### src/rtl/shift_reg_pkg.sv
// Shared helpers for the payload-carrying shift-register DV break.
package shift_reg_pkg;

  function automatic int occ_width(input int n);
    return $clog2(n + 1);
  endfunction

endpackage

### src/rtl/shift_reg_break_dv_compact_slot.sv
// One stage of the shift buffer: a valid bit and a payload register that load together when enabled.
module shift_reg_slot #(
  parameter int WIDTH = 32
) (
  input  logic             clk,
  input  logic             rst,
  input  logic             en,
  input  logic             in_valid,
  input  logic [WIDTH-1:0] in_data,
  output logic             valid_q,
  output logic [WIDTH-1:0] data_q
);

  logic             valid_d;
  logic [WIDTH-1:0] data_d;

  always_comb begin
    valid_d = en ? in_valid : valid_q;
    data_d  = en ? in_data  : data_q;
  end

  always_ff @(posedge clk) begin
    if (rst) valid_q <= 1'b0;
    else     valid_q <= valid_d;
  end

  // Payload is meaningless while its valid bit is low, so it carries no reset.
  always_ff @(posedge clk) begin
    data_q <= data_d;
  end

endmodule

### src/rtl/shift_reg_break_dv_compact.sv
// Multi-stage data/valid break carrying a payload; every token crosses NUM_SLOTS registers.
// Define SHIFT_REG_BUBBLE_COLLAPSE_EN to let empty slots advance while the output is stalled.
module shift_reg_break_dv_compact
  import shift_reg_pkg::*;
#(
  parameter int NUM_SLOTS = 4,
  parameter int DATA_TYPE = 32
) (
  input  logic                              clk,
  input  logic                              rst,
  input  logic [DATA_TYPE-1:0]              ins,
  input  logic                              ins_valid,
  output logic                              ins_ready,
  output logic [DATA_TYPE-1:0]              outs,
  output logic                              outs_valid,
  input  logic                              outs_ready,
  output logic [occ_width(NUM_SLOTS)-1:0]   occupancy
);

  localparam int OW = occ_width(NUM_SLOTS);

  logic [NUM_SLOTS-1:0] en;
  logic [NUM_SLOTS-1:0] slot_valid;
  logic [DATA_TYPE-1:0] slot_data [NUM_SLOTS];
  logic                 xfer_in;
  logic                 xfer_out;
  logic [OW-1:0]        occupancy_d;
  logic [OW-1:0]        occupancy_q;

`ifdef SHIFT_REG_BUBBLE_COLLAPSE_EN
  logic hole_seen;

  // A slot may move whenever any slot at or beyond it is empty, or the consumer drains the tail.
  always_comb begin
    hole_seen = 1'b0;
    en        = '0;
    for (int i = NUM_SLOTS - 1; i >= 0; i--) begin
      hole_seen = hole_seen | ~slot_valid[i];
      en[i]     = hole_seen | outs_ready;
    end
  end
`else
  always_comb begin
    en = {NUM_SLOTS{~slot_valid[NUM_SLOTS-1] | outs_ready}};
  end
`endif

  for (genvar i = 0; i < NUM_SLOTS; i++) begin : g_slot
    if (i == 0) begin : g_head
      shift_reg_slot #(.WIDTH(DATA_TYPE)) u_slot (
        .clk      (clk),
        .rst      (rst),
        .en       (en[0]),
        .in_valid (ins_valid),
        .in_data  (ins),
        .valid_q  (slot_valid[0]),
        .data_q   (slot_data[0])
      );
    end else begin : g_body
      shift_reg_slot #(.WIDTH(DATA_TYPE)) u_slot (
        .clk      (clk),
        .rst      (rst),
        .en       (en[i]),
        .in_valid (slot_valid[i-1]),
        .in_data  (slot_data[i-1]),
        .valid_q  (slot_valid[i]),
        .data_q   (slot_data[i])
      );
    end
  end

  assign ins_ready  = en[0];
  assign outs       = slot_data[NUM_SLOTS-1];
  assign outs_valid = slot_valid[NUM_SLOTS-1];
  assign xfer_in    = ins_valid & ins_ready;
  assign xfer_out   = outs_valid & outs_ready;
  assign occupancy  = occupancy_q;

  always_comb begin
    occupancy_d = occupancy_q + OW'(xfer_in) - OW'(xfer_out);
  end

  always_ff @(posedge clk) begin
    if (rst) occupancy_q <= '0;
    else     occupancy_q <= occupancy_d;
  end

`ifndef SYNTHESIS
  always_ff @(posedge clk) begin
    if (!rst) begin
      assert (occupancy_q == OW'($countones(slot_valid)));
    end
  end
`endif

endmodule

### config.mk
export PLATFORM = sky130hd
export DESIGN_NAME = shift_reg_break_dv_compact
export DESIGN_NICKNAME = d
export VERILOG_FILES = /design/src/rtl/shift_reg_pkg.sv /design/src/rtl/shift_reg_break_dv_compact_slot.sv /design/src/rtl/shift_reg_break_dv_compact.sv
export SDC_FILE = /design/constraint.sdc
export NUM_CORES = 1
export LEC_CHECK = 0
export ABC_CLOCK_PERIOD_IN_PS = 4100
export CAP_MARGIN = 20
export CORE_MARGIN = 4
export CORE_UTILIZATION = 46
export CTS_CLUSTER_SIZE = 16
export DETAILED_ROUTE_END_ITERATION = 16
export GPL_TIMING_DRIVEN = 0
export PLACE_DENSITY = 0.84
export SETUP_SLACK_MARGIN = 0.5
export SLEW_MARGIN = 20
export SYNTH_ARGS = -nofsm -noshare
export SYNTH_HDL_FRONTEND = slang
export SYNTH_SLANG_ARGS = --single-unit
### constraint.sdc
create_clock -name clk -period 4.1 [get_ports clk]
set_input_delay 1.025 -clock clk [delete_from_list [all_inputs] [get_ports clk]]
set_output_delay 1.025 -clock clk [all_outputs]
set_load 0.05 [all_outputs]
---- Word-level counts from Yosys, hierarchy flattened ----
Index checks and enable logic that the tools add are counted.
word-level totals
  register bits ........................... 135
  input bits .............................. 36
  output and inout port bits .............. 37
cells by class
  add/sub/neg operators ................... 2
  bitwise operators ....................... 4
operators by type and width
  cell                                         number
  3-bit by 1-bit adder with 3-bit output       1
  3-bit by 1-bit subtractor with 3-bit output  1
  1-bit AND                                    2
  1-bit NOT                                    1
  1-bit OR                                     1

---- Depth between registers and ports, before layout ----
Gate-level depths: netlist of the first run.
  word-level depth ........................ 5
  mapped depth ............................ 10
  depth with buffers taken out ............ 10

---- By module ----
From an unflattened synthesis of the first run, not the netlist that was laid out.
unflattened totals
  cells, all modules ...................... 155
  area, all modules ....................... 4144.0 sq um
by module, submodules not included
  module                      times used  cells an instance  area each (sq um)  sequential area each (sq um)
  shift_reg_slot              4           35                 994.7              980.9
  shift_reg_break_dv_compact  1           15                 165.2              60.1

---- Worst setup path before layout of the first run ----
Ideal clock, no wire load.
  path kind ............................... input to register
  start ................................... input outs_ready
  end ..................................... register occupancy_q[2], in the netlist occupancy[2]
  data arrival time ....................... 3.943 ns
  slack ................................... 0.042 ns
  stages .................................. 10
  path buffers ............................ 0
  cell sequence ........................... nor2b_4 inv_2 nand2_1 ha_1 inv_1 ha_1 inv_1 fa_1 xnor2_1 nor2_1
on the way
  word-level cells in the longest chain between the ends .. 4
RTL lines
  what                                         RTL line                          text
  start: declaration                           shift_reg_break_dv_compact.sv:16  input logic outs_ready,
  1-bit OR                                     shift_reg_break_dv_compact.sv:44  en = {NUM_SLOTS{~slot_valid[NUM_SLOTS-1] | outs_ready}};
  via ins_ready                                shift_reg_break_dv_compact.sv:13  output logic ins_ready,
  1-bit AND                                    shift_reg_break_dv_compact.sv:75  assign xfer_in = ins_valid & ins_ready;
  3-bit by 1-bit adder with 3-bit output       shift_reg_break_dv_compact.sv:80  occupancy_d = occupancy_q + OW'(xfer_in) - OW'(xfer_out);
  3-bit by 1-bit subtractor with 3-bit output  shift_reg_break_dv_compact.sv:80
  end signal: assignment                       shift_reg_break_dv_compact.sv:85  else occupancy_q <= occupancy_d;
  end: declaration                             shift_reg_break_dv_compact.sv:28  logic [OW-1:0] occupancy_q;
The timed path passes the listed nets, and every way through them passes these cells.
A chain may end at the register's enable or synchronous reset.

---- Worst setup path in the final report of the first run ----
  start ................................... input outs_ready
  end ..................................... output ins_ready
on the way
  word-level cells in the longest chain between the ends .. 1
RTL lines
  what              RTL line
  1-bit OR          shift_reg_break_dv_compact.sv:44
  end: declaration  shift_reg_break_dv_compact.sv:13
Every way passes these cells.

==> run summary, run 1 <==
dpl cell area: 5000 um^2
Slowest-stage cell, CP: clkdlybuf4s50_1
synth top area cells: edfxtp_1 (93%), dfxtp_1 (3.4%), ha_1 (0.60%)
WS Path Type: input pin to primary output
multiplexer share of the synthesized area: 0%
CP Launch Type: input pin
Post-DP HPWL: 3310 um
pin count of the biggest net entering global routing: 133
PortBufs: 72
wire length of the first global-routing pass: 8710 um
Tcrit/Tclk final: 81.8%
arrival time worst endpoint: 2.33 ns
initial antenna violation count: 0
First-pass DRT Iterations: 4
Yosys reg bits: 135
multi-input logic area: 141 um^2
Crit path required time: 3.07 ns
post-synthesis xor/xnor area fraction: 0.423%
PwrDens: 614 nW/um^2
setup violators final: 0
core area: 8720 um^2
unique cell type count in the Yosys netlist: 14
worst path cell trace: clkdlybuf4s50_1, nor2b_4, buf_12, clkinv_16, clkdlybuf4s15_2
Die X-Extent: 103 um
Worst Path Max Fanout: 66
Fin. Hold Viols: 0
CTS tree: built
Min-Delay Path Class: register to register
# nets final: 293
status: completed
clk sinks: 135
Synth area leader: edfxtp_1
Root Driver: clkbuf_8
post-synthesis average cell area: 26.0 um^2
vias: 1733
max cap viols: 0
cell area after layout: 5730 um^2
CP peak stage delay: 0.46 ns
fillers: 557
syn nets: 198
row count: 34
Worst slew margin: 65.2%
Post-Synth Adder-Cell Area: 1.09%
Remaining DRCs: 0
clock skew: 0.00846 ns
Crit. End Element: primary output
Synth top area share: 92.9%
num ports: 73
compound-cell area share of the yosys netlist: 0.363%
Post-Synth Simple-Gate Area: 1.54%
H-tree depth: 4
Die Y: 103 um
Max Buffers Root-to-Sink: 2
RePlAce Congestion: 0.735
register-to-register setup slack: 1.94 ns
Synth Instances: 159
share of cells above drive strength 1: 14.6%
# diodes: 0
Detailed Route Iter0 Violations: 90
Peak VDD IR: 291 uV
WL final: 5810 um
synthesized area: 4140 um^2
largest family of logic cells by synthesized area: simple AND/OR/NAND/NOR gates
GRT Total Usage: 11.5%
sequential area share after synthesis: 96.3%
Least-Margin Pin Slew: 0.520 ns
grt total ovfl: 0
maximum clock rate: 298 MHz
Hold Buf Count CTS: 0
Area Overhead vs Synth: 38.5%
Initial Utilization: 47.4%
drt wl/cell: 15.5 um
WP buf/inv: 4
CP top delay family: buffers and inverters
Synthesis Warnings: 0
register area: 3980 um^2
post-route ant nets: 0
CTS buffer count: 17
clock-pin slew on the worst setup and hold paths: 0.06 ns
area of the die: 10600 um^2
Via density: 4.62
fin. max-slew vios: 0
Pleak: 0.00211 uW
Post-Layout Cell Count: 375
Clock Latency Late Sink: 0.49 ns
Tmin final: 3.35 ns
vias in the first global route: 1741
RSZ-0062 raised after global routing: false
Placed Cells: 339
==> worst register-to-register path: stages (launching register included) <==
cell and delay, ns:
dfxtp_1 0.36, nor2b_4 0.18, buf_12 0.14, clkinv_16 0.15
nand2_1 0.16, ha_1 0.23, inv_1 0.05, ha_1 0.12
inv_1 0.04, fa_1 0.38, xnor2_1 0.18, nor2_1 0.05
==> sequential cells by signal, summed over array words and instances (netlist names) <==
| name | count |
|---|---|
| occupancy | 3 |
| g_slot.g_body.u_slot.data_q | 96 |
| g_slot.g_head.u_slot.data_q | 32 |
| g_slot.g_body.u_slot.valid_q | 3 |
| g_slot.g_head.u_slot.valid_q | 1 |
==> cell usage in the layout (no fill, tap or decap), types with 3 or more instances in the layout <==
master,count
edfxtp_1,128
dfxtp_1,7
nor2_1,4
clkbuf_16,16
inv_6,3
nand2_1,6
clkdlybuf4s50_1,71
a21oi_1,3
bufinv_16,6
==> cells by family (layout without fill, tap and decap cells) <==
logic type | Yosys count | in the layout
simple gates | 13 | 13
flops | 135 | 135
buf+inv | 3 | 111
compound gates | 3 | 3
xor+xnor | 2 | 2
fa+ha+maj | 3 | 3
==> worst paths after layout <==
check                                               startpoint                                           end  cells past startpoint
setup / recovery                                    outs_ready                                     ins_ready                      5
hold / removal    g_slot[1].g_body.u_slot.data_q[24]$_DFFE_PN_  g_slot[2].g_body.u_slot.data_q[24]$_DFFE_PN_                      0
setup reg to reg  g_slot[3].g_body.u_slot.valid_q$_SDFFE_PP0N_                       occupancy[2]$_SDFF_PP0_                     11
hold reg to reg   g_slot[1].g_body.u_slot.data_q[24]$_DFFE_PN_  g_slot[2].g_body.u_slot.data_q[24]$_DFFE_PN_                      0
==> report_power, final <==
| group | leakage (uW) | switching, uW | internal [uW] |
|---|---|---|---|
| Sequential | 0.00141 | 28.2 | 1610 |
| Combinational | 0.000383 | 135 | 84.3 |
| Clock | 0.000319 | 549 | 1120 |
| Total | 0.00211 | 712 | 2810 |
==> area by class of cell <==
cell class / instances / share of cell area, %
Tap cell: 108 / 2.36
Multi-Input combinational cell: 21 / 2.47
Timing Repair Buffer: 75 / 13.2
Inverter: 3 / 0.655
Sequential cell: 135 / 69.5
Clock buffer: 17 / 7.23
Clock inverter: 15 / 4.35
Timing Repair inverter: 1 / 0.197
==> metrics by stage <==
stage | hold slack (ns) | TNS, ns | power (uW) | worst slack [ns] | util (%)
after floorplan | 0.400 | 0 | 1780 | 0.736 | -
after global placement | 0.400 | -0.631 | 1870 | -0.605 | 57.3
after detailed placement | 0.405 | -0.345 | 1880 | -0.345 | 57.3
after CTS | 0.416 | 0 | 3560 | 0.572 | 65.1
after global routing | 0.421 | 0 | 3630 | 0.678 | 65.7
final | 0.414 | 0 | 3520 | 0.746 | 65.7
==> synthesized netlist by cell type <==
master,instances
nor2b_1,1
fa_1,1
inv_2,1
dfxtp_1,7
a21oi_1,3
and2_1,1
ha_1,2
nor2_1,4
inv_1,2
nand2_1,6
nor2b_4,1
edfxtp_1,128
xor2_1,1
xnor2_1,1
==> repair_timing <==
action | CTS | global route
gates resized for setup | 8 | 1
setup endpoints to repair | 1 | 1
setup buffers | 0 | 3
gates cloned | 0 | 1
pin swaps | 0 | 0
==> layer usage <==
| metal | global-route usage (%) | part of all wire (%) | vias up |
|---|---|---|---|
| li1 | - | - | 814 |
| met1 | 13.8 | 40 | 858 |
| met2 | 18.4 | 53 | 56 |
| met3 | 3.92 | 5.1 | 5 |
| met4 | 6.27 | 1.3 | 0 |
| met5 | 0 | 0 | - |
(Power assumes the default switching activity.)
==> run 2: changes to the inputs <==
Settings changed: ABC_CLOCK_PERIOD_IN_PS 4100 to 3190, CORE_UTILIZATION 46 to 51, PLACE_DENSITY 0.84 to 0.88.
Clock period 4.1 ns to 3.19 ns, I/O delays scaled along.
==> run summary, run 2 (synthesis results as in run 1) <==
status: completed
clk sinks: 135
Peak VDD IR: 403 uV
max cap viols: 0
fillers: 465
register with the most flip-flops: g_slot.g_body.u_slot.data_q
vias in the first global route: 1704
register area: 3980 um^2
Min-Delay Path Class: register to register
Clock Latency Late Sink: 0.50 ns
clock skew: 0.00925 ns
Power Total: 4360 uW
WL final: 5660 um
H-tree depth: 4
most common cell after layout, fill and taps aside: edfxtp_1
Root Driver: clkbuf_8
core area: 7810 um^2
post-route ant nets: 0
biggest regs: g_slot.g_body.u_slot.data_q: 96 flops, g_slot.g_head.u_slot.data_q: 32 flops
cell area after layout: 5650 um^2
WP buf/inv: 3
worst path cell trace: clkdlybuf4s50_1, nor2b_4, inv_16, buf_6
Crit path required time: 2.39 ns
Hold Buf Count CTS: 0
Slowest-stage cell, CP: clkdlybuf4s50_1
Die X-Extent: 98.1 um
CTS tree: built
GRT Total Usage: 12.5%
grt total ovfl: 0
fin. max-slew vios: 0
post-route setup TNS: 0 ns
wire length of the first global-routing pass: 8650 um
First-pass DRT Iterations: 5
row count: 32
WS Path Type: input pin to primary output
RePlAce Congestion: 0.619
Worst slew margin: 63.1%
Crit. End Element: primary output
# nets final: 293
setup violators final: 0
Remaining DRCs: 0
vias: 1703
clock-pin slew on the worst setup and hold paths: 0.06 ns
PwrDens: 771 nW/um^2
num ports: 73
Pleak: 0.00208 uW
most frequent cells in the layout: edfxtp_1 (128), clkdlybuf4s50_1 (71), clkbuf_16 (16)
CP Launch Type: input pin
arrival time worst endpoint: 1.81 ns
Least-Margin Pin Slew: 0.553 ns
Fin. Hold Viols: 0
Max Buffers Root-to-Sink: 2
Tmin final: 2.61 ns
PortBufs: 72
pin count of the biggest net entering global routing: 67
CTS buffer count: 17
multi-input logic area: 141 um^2
dpl cell area: 5000 um^2
Die Y: 98.1 um
maximum clock rate: 384 MHz
Area Overhead vs Synth: 36.6%
Post-DP HPWL: 3160 um
Tcrit/Tclk final: 81.7%
Initial Utilization: 53.0%
# diodes: 0
initial antenna violation count: 0
RSZ-0062 raised after global routing: false
CP top delay family: buffers and inverters
CP peak stage delay: 0.45 ns
max reg flops: 96
drt wl/cell: 15.4 um
share of cells above drive strength 1: 14.3%
area of the die: 9620 um^2
Detailed Route Iter0 Violations: 72
Worst Path Max Fanout: 33
Via density: 4.63
[run 2: path summary, 6_finish.rpt]
kind                                                 from                                            to  slack [ns]  cells after the start
max                                            outs_ready                                     ins_ready        0.58                      4
min          g_slot[1].g_body.u_slot.data_q[27]$_DFFE_PN_  g_slot[2].g_body.u_slot.data_q[27]$_DFFE_PN_        0.41                      0
max reg2reg  g_slot[3].g_body.u_slot.valid_q$_SDFFE_PP0N_                       occupancy[2]$_SDFF_PP0_        1.14                     10
min reg2reg  g_slot[1].g_body.u_slot.data_q[27]$_DFFE_PN_  g_slot[2].g_body.u_slot.data_q[27]$_DFFE_PN_        0.41                      0
[run 2: area by class of cell]
type | instances | share of cell area (%)
Inverter | 3 | 0.487
Clock buffer | 17 | 7.33
Tap cell | 102 | 2.26
Sequential cell | 135 | 70.5
Multi-Input combinational cell | 21 | 2.50
Clock inverter | 14 | 3.54
Timing Repair Buffer | 74 | 13.0
Timing Repair inverter | 2 | 0.310
[run 2: through the flow]
stage | hold slack [ns] | utilization [%] | setup slack, ns | std cells
6_report | 0.413 | 72.4 | 0.582 | 368
5_1_grt | 0.417 | 72.4 | 0.529 | 368
4_1_cts | 0.413 | 72.3 | 0.540 | 368
3_5_place_dp | 0.405 | 64.0 | -0.422 | 333
3_3_place_gp | 0.400 | 64.0 | -0.389 | 333
2_1_floorplan | 0.400 | - | 0.631 | 159
[run 2: repair_timing]
action	CTS	global route
endpoints found under the hold margin	0	0
setup endpoints to repair	3	1
gates resized for setup	8	1
setup buffers	2	0
gates cloned	2	0
[run 2: routing by layer]
| layer | track usage, % | share of wire, % | vias to the layer above |
|---|---|---|---|
| met5 | 0 | 0 | - |
| met4 | 6.07 | 1.9 | 0 |
| met3 | 4.79 | 5.0 | 13 |
| met2 | 21.9 | 55 | 60 |
| met1 | 13.1 | 38 | 811 |
| li1 | - | - | 819 |
[run 2: power by group]
| group | switching, uW | internal (uW) | leakage [uW] |
|---|---|---|---|
| sequential | 34.9 | 2060 | 0.00141 |
| clock | 701 | 1270 | 0.000291 |
| combinational | 173 | 108 | 0.000376 |
==> run 3: changes to the inputs <==
Settings changed: ABC_CLOCK_PERIOD_IN_PS 3190 to 2100, CORE_UTILIZATION 51 to 46, PLACE_DENSITY 0.88 to 0.84.
Clock period 3.19 ns to 2.1 ns, I/O delays scaled along.
==> run summary, run 3 (synthesis results as in run 1) <==
status: completed
GRT Total Usage: 12.7%
Root Driver: clkbuf_8
post-place setup slack: -0.924 ns
Max Buffers Root-to-Sink: 2
Sw Pwr: 1410 uW
Die Y: 103 um
RePlAce Congestion: 0.656
CP peak stage delay: 0.35 ns
drt wl/cell: 16.5 um
maximum clock rate: 533 MHz
vias in the first global route: 1744
Crit. End Element: primary output
cell area after layout: 5890 um^2
First-pass DRT Iterations: 4
arrival time worst endpoint: 1.35 ns
CP Launch Type: register
register-to-register setup slack: 0.28 ns
PortBufs: 72
max reg flops: 96
RSZ-0062 raised after global routing: true
cell-internal power: 5390 uW
Die X-Extent: 103 um
Clk pwr share: 45.9%
Detailed Route Iter0 Violations: 48
Post-Layout Cell Count: 383
clock skew: 0.0144 ns
Peak VDD IR: 558 uV
post-route ant nets: 0
CTS buffer count: 17
WL final: 6320 um
post-route setup TNS: 0 ns
Initial Utilization: 47.4%
# nets final: 301
Clock Latency Late Sink: 0.51 ns
Crit path required time: 1.57 ns
biggest regs: g_slot.g_body.u_slot.data_q: 96 flops, g_slot.g_head.u_slot.data_q: 32 flops
wire length of the first global-routing pass: 9160 um
Power Total: 6800 uW
fin. max-slew vios: 0
clk sinks: 135
WP buf/inv: 2
core area: 8720 um^2
worst path cell trace: nor2b_4, inv_16, buf_12
Switching Share: 20.7%
Via density: 4.52
vias: 1732
num ports: 73
max cap viols: 0
most common cell after layout, fill and taps aside: edfxtp_1
Area Overhead vs Synth: 42.5%
pin count of the biggest net entering global routing: 67
area of the die: 10600 um^2
Remaining DRCs: 0
Min-Delay Path Class: register to register
Pleak: 0.00222 uW
Post-DP HPWL: 3390 um
PwrDens: 1150 nW/um^2
register with the most flip-flops: g_slot.g_body.u_slot.data_q
Worst slew margin: 80.7%
H-tree depth: 4
initial antenna violation count: 0
WS Path Type: register to primary output
most frequent cells in the layout: edfxtp_1 (128), clkdlybuf4s50_1 (34), buf_6 (34)
Logic pwr share: 6.9%
Tmin final: 1.88 ns
Placed Cells: 339
# diodes: 0
clock-pin slew on the worst setup and hold paths: 0.06 ns
Least-Margin Pin Slew: 0.290 ns
share of cells above drive strength 1: 34.2%
dpl cell area: 5050 um^2
grt total ovfl: 0
CTS tree: built
setup violators final: 0
Worst Path Max Fanout: 3
row count: 34
Fin. Hold Viols: 0
CP top delay family: flip-flops
Reg power frac: 47.2%
Tcrit/Tclk final: 89.3%
final setup margin: 0.224 ns
Slowest-stage cell, CP: dfxtp_4
[run 3: cell count changes in the layout (fill, tap and decap cells not counted), sizes merged]
cell	delta
buf	+42
bufinv	+1
clkdlybuf4s50	-37
clkinv	+1
clkinvlp	+1
dlygate4sd2	+1
[run 3: stage by stage]
| step | hold WS, ns | utilization (%) |
|---|---|---|
| finish | 0.407 | 67.6 |
| global route | 0.420 | 67.6 |
| CTS | 0.415 | 66.6 |
| detailed placement | 0.405 | 57.9 |
| global placement | 0.400 | 57.9 |
| floorplan | 0.400 | - |
[run 3: per-layer routing]
| metal | track usage [%] | wire length (um) | vias to the layer above | share of wire, % |
|---|---|---|---|---|
| met5 | 0 | 0 | - | 0 |
| met4 | 6.57 | 70 | 0 | 1.1 |
| met3 | 5.68 | 362 | 4 | 5.7 |
| met2 | 21.1 | 3560 | 53 | 56 |
| met1 | 13.6 | 2320 | 844 | 37 |
| li1 | - | - | 831 | - |
[run 3: final timing paths]
kind                                                              startpoint                                           to  cells after the start
worst min register to register   g_slot[1].g_body.u_slot.data_q[0]$_DFFE_PN_  g_slot[2].g_body.u_slot.data_q[0]$_DFFE_PN_                      0
worst max-delay path            g_slot[3].g_body.u_slot.valid_q$_SDFFE_PP0N_                                    ins_ready                      3
worst min-delay path             g_slot[1].g_body.u_slot.data_q[0]$_DFFE_PN_  g_slot[2].g_body.u_slot.data_q[0]$_DFFE_PN_                      0
worst max register to register  g_slot[3].g_body.u_slot.valid_q$_SDFFE_PP0N_                      occupancy[1]$_SDFF_PP0_                      9
[run 3: worst reg2reg max path: stages (launching register included)]
cell,delay [ns]
dfxtp_4,0.35
nor2b_4,0.28
inv_16,0.06
nand2_4,0.07
ha_4,0.19
inv_2,0.06
ha_4,0.12
inv_2,0.03
fa_2,0.51
nor2_1,0.04
[run 3: cell type report]
type                       count  area, um^2
tap                          108         135
inverter                       3        27.5
clock inverter                15         225
timing repair buffer          80         852
fill                         545        2830
clock buffer                  17         414
timing repair inverter         4        58.8
sequential                   135        4000
multi-input combinational     21         184
[run 3: power groups by stage]
stage	combinational (uW)	sequential, uW	clock (uW)
after global routing	487	3220	3310
after global placement	426	3230	0
after detailed placement	432	3250	0
final	469	3210	3120
after floorplan	42.9	3430	0
after CTS	456	3210	3190
[run 3: what timing repair did]
| item | CTS | global route |
|---|---|---|
| hold endpoints to repair | 0 | 0 |
| buffers inserted | 4 | 4 |
| pin swaps | 0 | 0 |
| hold buffers | 0 | 0 |
| setup endpoints to repair | 40 | 104 |
| resized for setup | 266 | 10 |
| gates cloned | 3 | 1 |
